[src/rtl/bcd_mod_counter.sv]
// bcd_mod_counter: cascadable BCD modulo counter for one clock-chain field
// (seconds .. years). Runtime upper limit, synchronous load, manual edit via
// active-low buttons and a combinational carry_out for the next stage.
// Optional macro BCD_EDIT_BLINK_EN enables a blinking 'blank' output while
// the field is being edited; without it 'blank' is tied low.

module bcd_mod_counter #(
    parameter int unsigned DIGITS = 2,
    localparam int unsigned W = 4 * DIGITS,
    parameter logic [W-1:0] MIN_VAL = '0,
    parameter logic [W-1:0] MAX_VAL = W'('h59),
    parameter logic [2:0] EDIT_SEL = 3'b001
) (
    input  logic         clk_1Hz,
    input  logic         rst_n,
    input  logic         carry_in,
    input  logic [W-1:0] lim_max,
    input  logic [2:0]   mode,
    input  logic         btn_up,
    input  logic         btn_down,
    input  logic         load_en,
    input  logic [W-1:0] load_val,
    output logic [W-1:0] value,
    output logic         carry_out,
    output logic         blank
);

    // Digit-wise BCD increment: 9 rolls to 0 and carries into the next digit.
    function automatic logic [W-1:0] bcd_inc(input logic [W-1:0] v);
        logic [W-1:0] r;
        logic         c;
        r = v;
        c = 1'b1;
        for (int i = 0; i < int'(DIGITS); i++) begin
            if (c) begin
                if (v[4*i +: 4] == 4'd9) begin
                    r[4*i +: 4] = 4'd0;
                end else begin
                    r[4*i +: 4] = v[4*i +: 4] + 4'd1;
                    c = 1'b0;
                end
            end
        end
        return r;
    endfunction

    // Digit-wise BCD decrement: 0 rolls to 9 and borrows from the next digit.
    function automatic logic [W-1:0] bcd_dec(input logic [W-1:0] v);
        logic [W-1:0] r;
        logic         b;
        r = v;
        b = 1'b1;
        for (int i = 0; i < int'(DIGITS); i++) begin
            if (b) begin
                if (v[4*i +: 4] == 4'd0) begin
                    r[4*i +: 4] = 4'd9;
                end else begin
                    r[4*i +: 4] = v[4*i +: 4] - 4'd1;
                    b = 1'b0;
                end
            end
        end
        return r;
    endfunction

    // True when every nibble is a legal decimal digit.
    function automatic logic bcd_digits_ok(input logic [W-1:0] v);
        logic ok;
        ok = 1'b1;
        for (int i = 0; i < int'(DIGITS); i++) begin
            if (v[4*i +: 4] > 4'd9) ok = 1'b0;
        end
        return ok;
    endfunction

    logic [W-1:0] emax;
    logic         edit;
    logic         at_max;
    logic         at_min;
    logic         over_max;
    logic         load_ok;
    logic [W:0]   load_minus_min;
    logic [W:0]   min_minus_value;
    logic [W-1:0] inc_val;
    logic [W-1:0] dec_val;
    logic [W-1:0] next_value;

    // Effective limit, edit decode and the compare flags used by every rule.
    // Borrow-based MIN_VAL compares stay meaningful when MIN_VAL is zero.
    always_comb begin
        emax            = (lim_max < MAX_VAL) ? lim_max : MAX_VAL;
        edit            = (~mode == EDIT_SEL);
        at_max          = (value >= emax);
        over_max        = (value > emax);
        min_minus_value = {1'b0, MIN_VAL} - {1'b0, value};
        at_min          = ~min_minus_value[W];
        load_minus_min  = {1'b0, load_val} - {1'b0, MIN_VAL};
        load_ok         = bcd_digits_ok(load_val) && !load_minus_min[W]
                          && (load_val <= emax);
        inc_val         = at_max ? MIN_VAL : bcd_inc(value);
        dec_val         = at_min ? emax : bcd_dec(value);
    end

    // Next value by priority: load, edit buttons, clamp, count, hold.
    always_comb begin
        next_value = value;
        if (load_en) begin
            if (load_ok) next_value = load_val;
        end else if (edit && !btn_up) begin
            next_value = inc_val;
        end else if (edit && !btn_down) begin
            next_value = dec_val;
        end else if (over_max) begin
            next_value = emax;
        end else if (!edit && carry_in) begin
            next_value = inc_val;
        end
    end

    // Field value register.
    always_ff @(posedge clk_1Hz or negedge rst_n) begin
        if (!rst_n) value <= MIN_VAL;
        else        value <= next_value;
    end

    // Wrap request to the next stage, rippling within the same cycle.
    assign carry_out = carry_in & ~edit & ~load_en & at_max;

`ifdef BCD_EDIT_BLINK_EN
    logic blank_q;

    // Blink while editing; stay visible on a button step and after exit.
    always_ff @(posedge clk_1Hz or negedge rst_n) begin
        if (!rst_n)                          blank_q <= 1'b0;
        else if (edit && btn_up && btn_down) blank_q <= ~blank_q;
        else                                 blank_q <= 1'b0;
    end

    assign blank = blank_q;
`else
    assign blank = 1'b0;
`endif

endmodule

[config.mk]
export PLATFORM = sky130hd
export DESIGN_NAME = bcd_mod_counter
export DESIGN_NICKNAME = d
export VERILOG_FILES = /design/src/rtl/bcd_mod_counter.sv
export SDC_FILE = /design/constraint.sdc
export NUM_CORES = 1
export LEC_CHECK = 0
export CAP_MARGIN = 10
export CORE_AREA = 2 2 61 58
export CTS_CLUSTER_SIZE = 25
export DETAILED_ROUTE_END_ITERATION = 8
export DIE_AREA = 0 0 63 60
export PLACE_DENSITY = 0.83
export SYNTH_ARGS = -nofsm -noshare
export SYNTH_HDL_FRONTEND = slang
export SYNTH_SLANG_ARGS = --single-unit
[constraint.sdc]
create_clock -name clk_1Hz -period 4.86 [get_ports clk_1Hz]
set_input_delay 0.729 -clock clk_1Hz [delete_from_list [all_inputs] [get_ports clk_1Hz]]
set_output_delay 0.729 -clock clk_1Hz [all_outputs]
set_load 0.01 [all_outputs]
After elaboration in Yosys (flattened, before gate mapping)
Cells that the tools add are included.
- register bits after elaboration: 8
- input bits: 25
- output and inout bits: 10
- logic and storage cells: 55
- add/subtract/negate cells: 5
- order comparisons: 6
- equality and inequality tests: 5
- multiplexer cells: 19
- bitwise operators: 6
- reductions and logical operators: 12
- operator list (cell ; count):
    8-bit two-way mux ; 9
    4-bit two-way mux ; 6
    1-bit by 8-bit subtractor with 9-bit output (first input constant) ; 1
    4-bit by 1-bit adder with 4-bit output (second input constant) ; 2
    4-bit equality test (second input constant) ; 2
    8-bit greater-or-equal comparator ; 1
    4-bit > comparator (second input constant) ; 2
    8-bit > comparator ; 1
    8-bit <= comparator ; 1
    4-bit logical NOT ; 2
    8-bit by 7-bit less-than comparator with 1-bit output (second input constant) ; 1
    4-bit by 1-bit subtractor with 4-bit output (second input constant) ; 2
    5-bit inequality test (second input constant) ; 1
    5-bit nonzero test ; 1
    1-bit logical AND ; 4
    1-bit two-way mux ; 4
    1-bit AND ; 3
    3-bit by 1-bit equality test with 1-bit output (second input constant) ; 1
    1-bit logical NOT ; 3
    3-bit NOT ; 1
    3-bit AND reduction ; 1
    2-bit by 1-bit inequality test with 1-bit output (second input constant) ; 1
    1-bit NOT ; 2
    2-bit AND reduction ; 1

Logic depth before layout (Yosys ltp)
- word-level depth: 9
- depth in mapped cells: 11
- mapped depth without buffers: 11

Least setup slack after synthesis
No wires, ideal clock.
- path kind: input to output
- start: input port lim_max[3]
- end: output port carry_out
- arrival: 2.645 ns
- data required time: 4.131 ns
- path slack: 1.486 ns
- stages on the path: 10
- path through: a21o_1 -> a21oi_1 -> and2_1 -> inv_1 -> ha_1 -> nor2b_4 -> o211ai_4 -> a31oi_2 -> nand2b_1 -> nor4bb_1
- cells in the longest elaborated chain, start to end: 4
- RTL lines (what ; line ; RTL):
    start, declared ; 17 ; input logic [W-1:0] lim_max,
    8-bit by 7-bit less-than comparator with 1-bit output ; 91 ; emax = (lim_max < MAX_VAL) ? lim_max : MAX_VAL;
    8-bit two-way mux * ; 91 ;
    8-bit greater-or-equal comparator * ; 93 ; at_max = (value >= emax);
    1-bit AND * ; 127 ; assign carry_out = carry_in & ~edit & ~load_en & at_max;
    end, declared ; 24 ; output logic carry_out,
Mark *: on every way between the ends. The rest lies on a longest branch, timed or not.

Worst setup path after layout
- start: input port lim_max[5]
- end: output port carry_out
The elaborated chain is that of the path after synthesis.

==> metrics.csv <==
metric,value,unit
worst-case clock buffer depth,2,
Switch Pwr,0.448,mW
Vias,1830,
Rel. slew slack,61.4,%
CTS tree,built,
HPWL after DPL,3850,um
Top Ports,35,
CTS buffer count,3,
post-route setup slack,0.279,ns
Initial DRC Count,165,
die footprint,3780,um^2
unrepaired setup endpoints after global routing,false,
WP buf/inv,3,
first-pass GRT wire length,7750,um
sequential share of power,21.9,%
Hold Path Class,reg -> reg,
largest net degree at the start of global routing,15,
worst-case vdd ir drop,0.277,mV
"EDFF count, synth",0,
Setup crit start kind,input pin,
crit-path most repeated cell,clkdlybuf4s50_1,
Least-Margin Pin Slew,0.578,ns
met3 wire length,399,um
Worst Path Required,4.13,ns
nature of the critical path endpoint,output port,
Final Cell Area,2050,um^2
Crit Path Category,in -> out,
Hold Slack,0.704,ns
post-synthesis async set-or-reset flop share,100,%
"Clk Latency, worst-skew pair",0.24,ns
"Slew Viols, Final",0,
gpl congestion,0.899,
Initial Util,52.1,%
drt wl/cell,17.0,um
filler-free cell count of the finished design,285,
"Seq/Total Area, Yosys",12.1,%
"Net count, final",291,
Antenna diodes,0,
WL final,4850,um
filler cell count,294,
fin crit period,4.58,ns
initial antenna violation count,0,
# port buffers,33,
Syn Std Cell Area,1660,um^2
"Cell Area, Placed",2010,um^2
post-route antenna net violation count,0,
grt ovf,0,
"Hold Vio Cnt, Final",0,
H-tree depth,1,
Placed Cells,282,
core region area,3180,um^2
Finished Core Util,64.4,%
overall power,0.879,mW
GRT Total Usage,25.9,%
combinational power share,72.8,%
vias in the first global route,1635,
Power Density,429,nW/um^2
FMAX,218,MHz
Syn Inst Count,209,
Root Buffer,clkbuf_4,
total number of yosys warnings,0,
max reg flops,8,
outcome,"complete, no violations",
Pre-antenna DRT Iters,5,
num rows,20,
max-cap viol count,0,
Setup TNS,0,ns
share of layout cells above drive strength 1,7.88,%
worst-case clock skew,0.00130,ns
"Period Utilization, post-route",94.3,%
CP max stage cell,clkdlybuf4s50_1,
Post-CTS Hold Fix Bufs,0,
CTS Sinks,8,
"Clk pin slew, worst setup/hold paths",0.05,ns
Vias/cell,6.42,
highest metal layer with signal wires,met4,
crit-path leading delay family,buffers and inverters,
CP cell instances,clkdlybuf4s50_1 -> a21o_1 -> a21oi_1 -> and2_1 -> inv_1 -> ha_1 -> nor2b_4 -> o211ai_4 -> a31oi_4 -> nand2b_1 -> nor4bb_1 -> clkdlybuf4s50_1,
Leak,0.805,nW
"FF+latch count, synth",8,
Area Growth Syn to Fin,23.5,%
met2 WL,2270,um
Largest regs,value x8,
Biggest register,value,
Die W,63,um
Yosys cell types,64,
"Max FO, Critical Path",9,
switch share,50.9,%
DRC Markers,0,
Internal Pwr Total,0.431,mW
"Top FF cell, synth",dfrtp_1,
Die Height,60,um
Setup Viol. Count Final,0,
Clk pwr share,5.3,%
DP Worst Slack,0.238,ns
WP data arrival,3.85,ns
CP max stage delay,0.60,ns
M1 WL,2170,um
Mean Syn Cell Area,7.93,um^2
## cells by family after synthesis
group,after synthesis,synth area share (%)
AO/OA/AOI/OAI,75,32.6
other,2,0.453
adder cells (fa/ha/maj),23,17.4
XOR/XNOR,2,1.06
buffers and inverters,19,5.51
AND/OR/NAND/NOR,74,27.1
flip-flops,8,12.1
multiplexers,6,3.85
## routing by layer
layer	vias up	global-route usage [%]
li1	881	-
met1	847	35.8
met2	100	45.0
met3	2	2.07
met4	0	5.08
met5	-	0
## cell usage in the layout, fill, tap and decap left out, types with 3 or more instances in the layout
cell type | Yosys | routed
o221ai_1 | 3 | 3
inv_1 | 12 | 12
mux2i_1 | 3 | 3
conb_1 | 2 | 3
nand3_1 | 7 | 7
a211oi_1 | 4 | 4
clkdlybuf4s50_1 | 0 | 33
and3b_1 | 3 | 3
o211ai_1 | 4 | 4
o21bai_1 | 4 | 4
a21oi_2 | 3 | 3
nand2_1 | 19 | 19
nand4_1 | 5 | 5
a31oi_1 | 3 | 3
a21oi_1 | 17 | 17
nor3_1 | 3 | 3
dfrtp_1 | 8 | 8
clkbuf_4 | 0 | 3
nor2_1 | 7 | 7
o21ai_0 | 10 | 10
nor4_1 | 3 | 3
or3b_1 | 3 | 3
a32oi_1 | 3 | 3
nor3b_1 | 3 | 3
o21a_1 | 4 | 4
ha_1 | 23 | 23
## cell type report
cell class | count | area (um^2) | area share [%]
sequential | 8 | 200 | 9.79
timing repair buffer | 35 | 345 | 16.9
multi-input combinational | 183 | 1380 | 67.3
clock buffer | 3 | 22.5 | 1.10
inverter | 12 | 45.0 | 2.20
tap | 44 | 55.1 | 2.69
## power by group through the flow
stage	clock (mW)	combinational (mW)	sequential (mW)
after CTS	0.0498	0.624	0.192
after global placement	0	0.609	0.194
after global routing	0.0525	0.694	0.204
after floorplan	0	0.445	0.163
final	0.0467	0.639	0.193
after detailed placement	0	0.620	0.192
## worst paths after layout
path | startpoint | end | slack [ns] | cells after the start
max in group asynchronous | rst_n | value[4] | 3.86 | 1
min in group asynchronous | rst_n | value[0] | 0.75 | 1
setup / recovery | lim_max[5] | carry_out | 0.28 | 12
setup reg to reg | value[0] | value[2] | 2.22 | 8
hold reg to reg | value[1] | value[1] | 0.70 | 1
hold / removal | value[1] | value[1] | 0.70 | 1
## cell usage after synthesis, types with 4 or more instances
| cell type | number | area share (%) |
|---|---|---|
| a211oi_1 | 4 | 1.8 |
| a21oi_1 | 17 | 5.1 |
| dfrtp_1 | 8 | 12 |
| ha_1 | 23 | 17 |
| inv_1 | 12 | 2.7 |
| nand2_1 | 19 | 4.3 |
| nand3_1 | 7 | 2.1 |
| nand4_1 | 5 | 1.9 |
| nor2_1 | 7 | 1.6 |
| o211ai_1 | 4 | 1.8 |
| o21a_1 | 4 | 1.8 |
| o21ai_0 | 10 | 3.0 |
| o21bai_1 | 4 | 1.8 |
## repair_timing
action,4_1_cts,5_1_grt
buffers inserted,0,0
setup endpoints to repair,0,1
resized for setup,0,1
No activity file was read; power rests on OpenSTA's default activity.
